===== src/rtl/mcs4_rom_bank.sv =====
// Bank of 4001-equivalent ROM/I-O chips on the MCS-4 nibble bus, single-clock with phase enables.
// Program memory is a synchronous RAM loadable from a host port; I/O ports follow SRC/WRR/RDR.
module mcs4_rom_bank #(
    parameter int                   N_CHIPS     = 2,
    parameter int                   CHIP_BASE   = 0,
    parameter logic [4*N_CHIPS-1:0] IO_DIR_MASK = '0,
    parameter string                INIT_FILE   = ""
) (
    input  logic                   clk,
    input  logic                   rst,
    input  logic                   clken_1,
    input  logic                   clken_2,
    input  logic                   sync,
    input  logic                   cm_rom,
    input  logic [3:0]             dbus_in,
    output logic [3:0]             dbus_out,
    output logic                   dbus_oe,
    input  logic [4*N_CHIPS-1:0]   io_in,
    output logic [4*N_CHIPS-1:0]   io_out,
    input  logic                   prog_we,
    input  logic [11:0]            prog_addr,
    input  logic [7:0]             prog_data
);

    localparam int         MEM_BYTES = N_CHIPS * 256;
    localparam int         AW        = $clog2(MEM_BYTES);
    localparam logic [3:0] BASE      = CHIP_BASE[3:0];
    localparam logic [4:0] COUNT     = N_CHIPS[4:0];

    localparam logic [2:0] PH_A1 = 3'd0;
    localparam logic [2:0] PH_A2 = 3'd1;
    localparam logic [2:0] PH_A3 = 3'd2;
    localparam logic [2:0] PH_M1 = 3'd3;
    localparam logic [2:0] PH_M2 = 3'd4;
    localparam logic [2:0] PH_X1 = 3'd5;
    localparam logic [2:0] PH_X2 = 3'd6;
    localparam logic [2:0] PH_X3 = 3'd7;

    // Borrow-based range test so CHIP_BASE = 0 needs no special case.
    function automatic logic in_bank(input logic [3:0] chip);
        logic [5:0] diff;
        diff = {2'b00, chip} - {2'b00, BASE};
        return !diff[5] && (diff[4:0] < COUNT);
    endfunction

    function automatic logic [AW-1:0] mem_index(input logic [3:0] chip, input logic [7:0] lo);
        logic [11:0] full;
        full = {chip - BASE, lo};
        return full[AW-1:0];
    endfunction

    logic [2:0]           phase_q;
    logic [7:0]           addr_lo_q;
    logic [7:0]           fetch_q;
    logic                 fetch_sel_q;
    logic                 io_cmd_q;
    logic                 src_valid_q;
    logic [3:0]           src_chip_q;
    logic [4*N_CHIPS-1:0] io_out_q;
    logic [7:0]           mem [MEM_BYTES];

    logic       src_hit;
    logic [3:0] src_rel;
    logic       wrr_hit;
    logic       rdr_hit;
    logic [3:0] rdr_nibble;
    logic       unused_clken_1;

    assign unused_clken_1 = clken_1;
    assign src_hit = src_valid_q && in_bank(src_chip_q);
    assign src_rel = src_chip_q - BASE;
    assign wrr_hit = io_cmd_q && (fetch_q == 8'hE2) && src_hit;
    assign rdr_hit = io_cmd_q && (fetch_q == 8'hEA) && src_hit;
    assign io_out  = io_out_q;

    initial begin
        for (int i = 0; i < MEM_BYTES; i++) begin
            mem[i] = 8'h00;
        end
    end

    // Memory has no reset so contents survive rst; read-before-write gives old byte on collision.
    always_ff @(posedge clk) begin
        if (prog_we && in_bank(prog_addr[11:8])) begin
            mem[mem_index(prog_addr[11:8], prog_addr[7:0])] <= prog_data;
        end
        if (clken_2 && (phase_q == PH_A3)) begin
            fetch_q <= in_bank(dbus_in) ? mem[mem_index(dbus_in, addr_lo_q)] : 8'h00;
        end
    end

    always_ff @(posedge clk) begin
        if (rst) begin
            phase_q     <= PH_X3;
            addr_lo_q   <= 8'h00;
            fetch_sel_q <= 1'b0;
            io_cmd_q    <= 1'b0;
            src_valid_q <= 1'b0;
            src_chip_q  <= 4'h0;
            io_out_q    <= '0;
        end else if (clken_2) begin
            if (sync) begin
                phase_q <= PH_A1;
            end else if (phase_q != PH_X3) begin
                phase_q <= phase_q + 3'd1;
            end

            case (phase_q)
                PH_A1: addr_lo_q[3:0] <= dbus_in;
                PH_A2: addr_lo_q[7:4] <= dbus_in;
                PH_A3: fetch_sel_q <= cm_rom && in_bank(dbus_in);
                PH_M2: io_cmd_q <= fetch_sel_q && cm_rom;
                PH_X2: begin
                    if (cm_rom) begin
                        src_chip_q  <= dbus_in;
                        src_valid_q <= 1'b1;
                    end
                    // WRR uses the chip selected before this edge; input bits are forced low.
                    if (wrr_hit) begin
                        for (int k = 0; k < N_CHIPS; k++) begin
                            if (src_rel == 4'(k)) begin
                                io_out_q[4*k +: 4] <= dbus_in & IO_DIR_MASK[4*k +: 4];
                            end
                        end
                    end
                end
                default: ;
            endcase

            if (sync) io_cmd_q <= 1'b0;
        end
    end

    always_comb begin
        rdr_nibble = 4'h0;
        for (int k = 0; k < N_CHIPS; k++) begin
            if (src_rel == 4'(k)) begin
                rdr_nibble = (io_in[4*k +: 4] & ~IO_DIR_MASK[4*k +: 4])
                           | (io_out_q[4*k +: 4] & IO_DIR_MASK[4*k +: 4]);
            end
        end
    end

    always_comb begin
        dbus_out = 4'h0;
        dbus_oe  = 1'b0;
        case (phase_q)
            PH_M1: begin
                if (fetch_sel_q) begin
                    dbus_out = fetch_q[7:4];
                    dbus_oe  = 1'b1;
                end
            end
            PH_M2: begin
                if (fetch_sel_q) begin
                    dbus_out = fetch_q[3:0];
                    dbus_oe  = 1'b1;
                end
            end
            PH_X2: begin
                if (rdr_hit) begin
                    dbus_out = rdr_nibble;
                    dbus_oe  = 1'b1;
                end
            end
            default: ;
        endcase
    end

endmodule

===== config.mk =====
export PLATFORM = sky130hd
export DESIGN_NAME = mcs4_rom_bank
export DESIGN_NICKNAME = d
export VERILOG_FILES = /design/src/rtl/mcs4_rom_bank.sv
export SDC_FILE = /design/constraint.sdc
export NUM_CORES = 2
export LEC_CHECK = 0
export BUFFER_PORTS_ARGS = -buffer_cell sky130_fd_sc_hd__buf_2
export CAP_MARGIN = 20
export CORE_ASPECT_RATIO = 0.8
export CORE_MARGIN = 2
export CORE_UTILIZATION = 60
export CTS_CLUSTER_DIAMETER = 40
export CTS_CLUSTER_SIZE = 12
export DETAILED_ROUTE_END_ITERATION = 10
export PLACE_DENSITY_LB_ADDON = 0.12
export SETUP_SLACK_MARGIN = 0.1
export SKIP_CTS_REPAIR_TIMING = 1
export SLEW_MARGIN = 25
export SYNTH_ARGS = -nofsm -noshare
export SYNTH_HDL_FRONTEND = slang
export SYNTH_SLANG_ARGS = --single-unit

===== constraint.sdc =====
create_clock -name clk -period 3.7 [get_ports clk]
set_clock_uncertainty 0.1 [all_clocks]
set_input_delay 0.37 -clock clk [delete_from_list [all_inputs] [get_ports clk]]
set_output_delay 0.37 -clock clk [all_outputs]
set_load 0.05 [all_outputs]

==> results_dict.tcl <==
set metrics [dict create \
    drt_drc_violations_left 0 \
    holdPathEnd "mem[497][5]$_DFFE_PP_" \
    power.share.clock_pct 46.0 \
    routed_wire_length_per_instance_um 33.9 \
    grt_setup_unrepaired "true" \
    power.sequential.fraction_pct 52.0 \
    core_region_mm2 0.266 \
    hold_viol 0 \
    final_nets 8920 \
    maximum_number_of_pins_on_one_net_before_global_route_repair 137 \
    vias_per_cell 6.77 \
    grt_first_pass_wirelength_um 605000 \
    power.leakage_nw 58.2 \
    whs_path_depth 5 \
    comb_power_share_pct 1.9 \
    placed_instance_count 11800 \
    design_power_total_mw 98.7 \
    routed_wirelength_um 430000 \
    numPortBuffers 42 \
    drt_iter0_markers 13700 \
    run_status "complete, no violations" \
    vias_after_detailed_routing 86100 \
    synthArstFlopShare_pct 0 \
    timing.final.max_slew_violations 0 \
    die_x_um 583 \
    yosys.cell_count.top_type "edfxtp_1" \
    clockRootBuffer "clkbuf_16" \
    maxSlewHeadroom_pct 10.7 \
    setup_violations 0 \
    area_growth_pct 16.8 \
    whs_ns 0.258 \
    synth.lib_cells_used.distinct 76 \
    avgSynthCellArea_um2 20.4 \
    synth-warning-count 0 \
    clock_tree.htree_level_count 5 \
    drtAntennaViolNets 0 \
    r2r_start "addr_lo_q[0]$_SDFFE_PP0P_" \
    worst-r2r-setup-slack_ns 0.06 \
    leading_area_contributor_after_synthesis "edfxtp_1" \
    post_route_insts_no_fill 12700 \
    tightest_slew_ns 1.33 \
    synthesis.instances 7885 \
    cts_made_buffers 472 \
    worst_ir_drop_vdd_uv 533 \
    min_period_ns 3.64 \
    synth.area.top_cells "edfxtp_1 (77%), mux4_2 (11%), mux2i_1 (2.9%)" \
    cts_tree "yes" \
    initial_core_util_pct 60.5 \
    worst-endpoint-required_ns 4.27 \
    drt_pre_antenna_iters 7 \
    final_layout_size_suffix_gt1_share_pct 28.5 \
    first_global_vias 83000 \
    synth_ff_type "edfxtp_1" \
    reg2reg_to "fetch_q[0]$_SDFFCE_PP0P_" \
    cts.sinks 4122 \
    pin_count 52 \
    top_cells_by_instance_count_after_synthesis "edfxtp_1 (4104), mux4_2 (768), nor2_1 (555), mux2i_1 (473), nand2_1 (246)" \
    switching_share_pct 20.0 \
    r2r.worst_path.cells 11 \
    worst-path-max-fanout 8 \
    worst-setup-path-type "reg2reg" \
    die_ar_mm2 0.272 \
    clk_pin_slew_worst_paths_ns 0.06 \
    drv.max_cap_violation_count 0 \
    synth_area_mm2 0.161 \
    power_density_mw_per_mm2 526 \
    synthDominantCellAreaShare_pct 76.6 \
    hold_path.class "in2reg" \
    die_y_um 467 \
    antenna_found_initial 24 \
    critPathCaptureType "flip-flop" \
    p_switching_mw 19.7 \
    final_worst_path_cycle_share_pct 98.4 \
    synth_edf_count 4104 \
    hp-start "prog_addr[5]" \
    synth_seq_area_share_pct 76.9 \
    clk-insertion-delay-late_ns 0.95 \
    remaining_global_route_overflow 0 \
    place.detailed.hpwl_um 265000 \
    fp-row-count 169 \
    critical_path.startpoint_type "flip-flop" \
    clock.fmax_mhz 275 \
    synth-seq-cells 4122 \
    arrival_ns 4.21 \
    gpl.final_weighted_congestion 0.936 \
    p_int_mw 79.0 \
    ctsLongestPathBuffers 4 \
    grtUsageTotal_pct 31.4 \
]
cells by family (layout without fill, tap and decap cells):
group | Yosys count | in the layout | synth area share [%]
flip-flops | 4122 | 4122 | 76.9
multiplexers | 1311 | 1311 | 14.5
buffers and inverters | 520 | 1829 | 2.06
AO/OA/AOI/OAI | 812 | 812 | 3.48
other | 1 | 11 | 0.00233
adder cells (fa/ha/maj) | 6 | 6 | 0.0467
AND/OR/NAND/NOR | 1113 | 1113 | 3.05
layout make-up:
cell class / instances / area, um^2
antenna: 3 / 7.51
clock buffer: 546 / 12300
clock inverter: 254 / 2820
fill: 15800 / 78000
inverter: 8 / 32.5
multi-input combinational: 3250 / 34800
sequential: 4122 / 124000
tap: 3505 / 4390
timing repair buffer: 1021 / 9880
power groups by stage:
stage               clock, mW  combinational, mW  sequential, mW
floorplan                   0              0.506            52.4
global placement            0               1.75            52.3
detailed placement          0               1.82            52.3
CTS                      45.7               1.82            51.4
global route             47.7               1.99            51.3
finish                   45.4               1.92            51.4
routing by layer:
metal / GRT usage (%) / share of wire, % / vias to the layer above
li1: - / - / 34700
met1: 48.5 / 39 / 44800
met2: 43.8 / 44 / 5827
met3: 9.26 / 15 / 658
met4: 9.34 / 2.9 / 6
met5: 0 / 0.011 / -
cells in the final DEF (no fill, tap or decap), drive strengths merged, types with 37 or more instances in the layout:
master    count
nand3       100
buf         980
bufinv       50
clkbuf      559
o21ai       104
a21oi       130
mux2         37
nor2        555
nand4        41
mux2i       473
mux4        801
edfxtp     4104
clkinvlp     43
o221ai       93
a22oi       221
nand2       246
o22ai       105
clkinv      141
how the worst max path moves through the flow:
stage                               from                  endpoint  slack [ns]  cells after the start
2_1_floorplan  addr_lo_q[2]$_SDFFE_PP0P_  fetch_q[0]$_SDFFCE_PP0P_        0.79                     10
5_1_grt        addr_lo_q[0]$_SDFFE_PP0P_  fetch_q[2]$_SDFFCE_PP0P_        0.05                     12
6_report       addr_lo_q[0]$_SDFFE_PP0P_  fetch_q[0]$_SDFFCE_PP0P_        0.06                     11
3_3_place_gp   addr_lo_q[0]$_SDFFE_PP0P_  fetch_q[0]$_SDFFCE_PP0P_       -0.55                     11
3_5_place_dp   addr_lo_q[0]$_SDFFE_PP0P_  fetch_q[0]$_SDFFCE_PP0P_       -0.56                     11
4_1_cts        addr_lo_q[0]$_SDFFE_PP0P_  fetch_q[0]$_SDFFCE_PP0P_       -0.62                     11
state kept, by name, indices dropped and copies added (netlist names):
name,flops
mem,4096
addr_lo_q,8
fetch_q,8
src_chip_q,4
phase_q,3
fetch_sel_q,1
io_cmd_q,1
src_valid_q,1
critical path, stage by stage, from the launching register on:
cell	delay, ns
dfxtp_4	0.46
buf_12	0.21
buf_12	0.15
buf_16	0.15
buf_16	0.13
mux4_2	0.67
a22oi_2	0.57
and3_4	0.35
a31oi_1	0.10
o311a_1	0.19
a22oi_2	0.15
o221ai_2	0.12
stage by stage:
stage               instance area, um^2  setup WS [ns]  util (%)  TNS [ns]
floorplan                        161000          0.792         -         0
global placement                 171000         -0.553      64.2     -1.87
detailed placement               171000         -0.562      64.2     -2.11
CTS                              186000         -0.618      69.9     -2.49
global route                     188000         0.0462      70.7         0
finish                           188000         0.0589      70.7         0
Power figures use the tool's default switching activity.
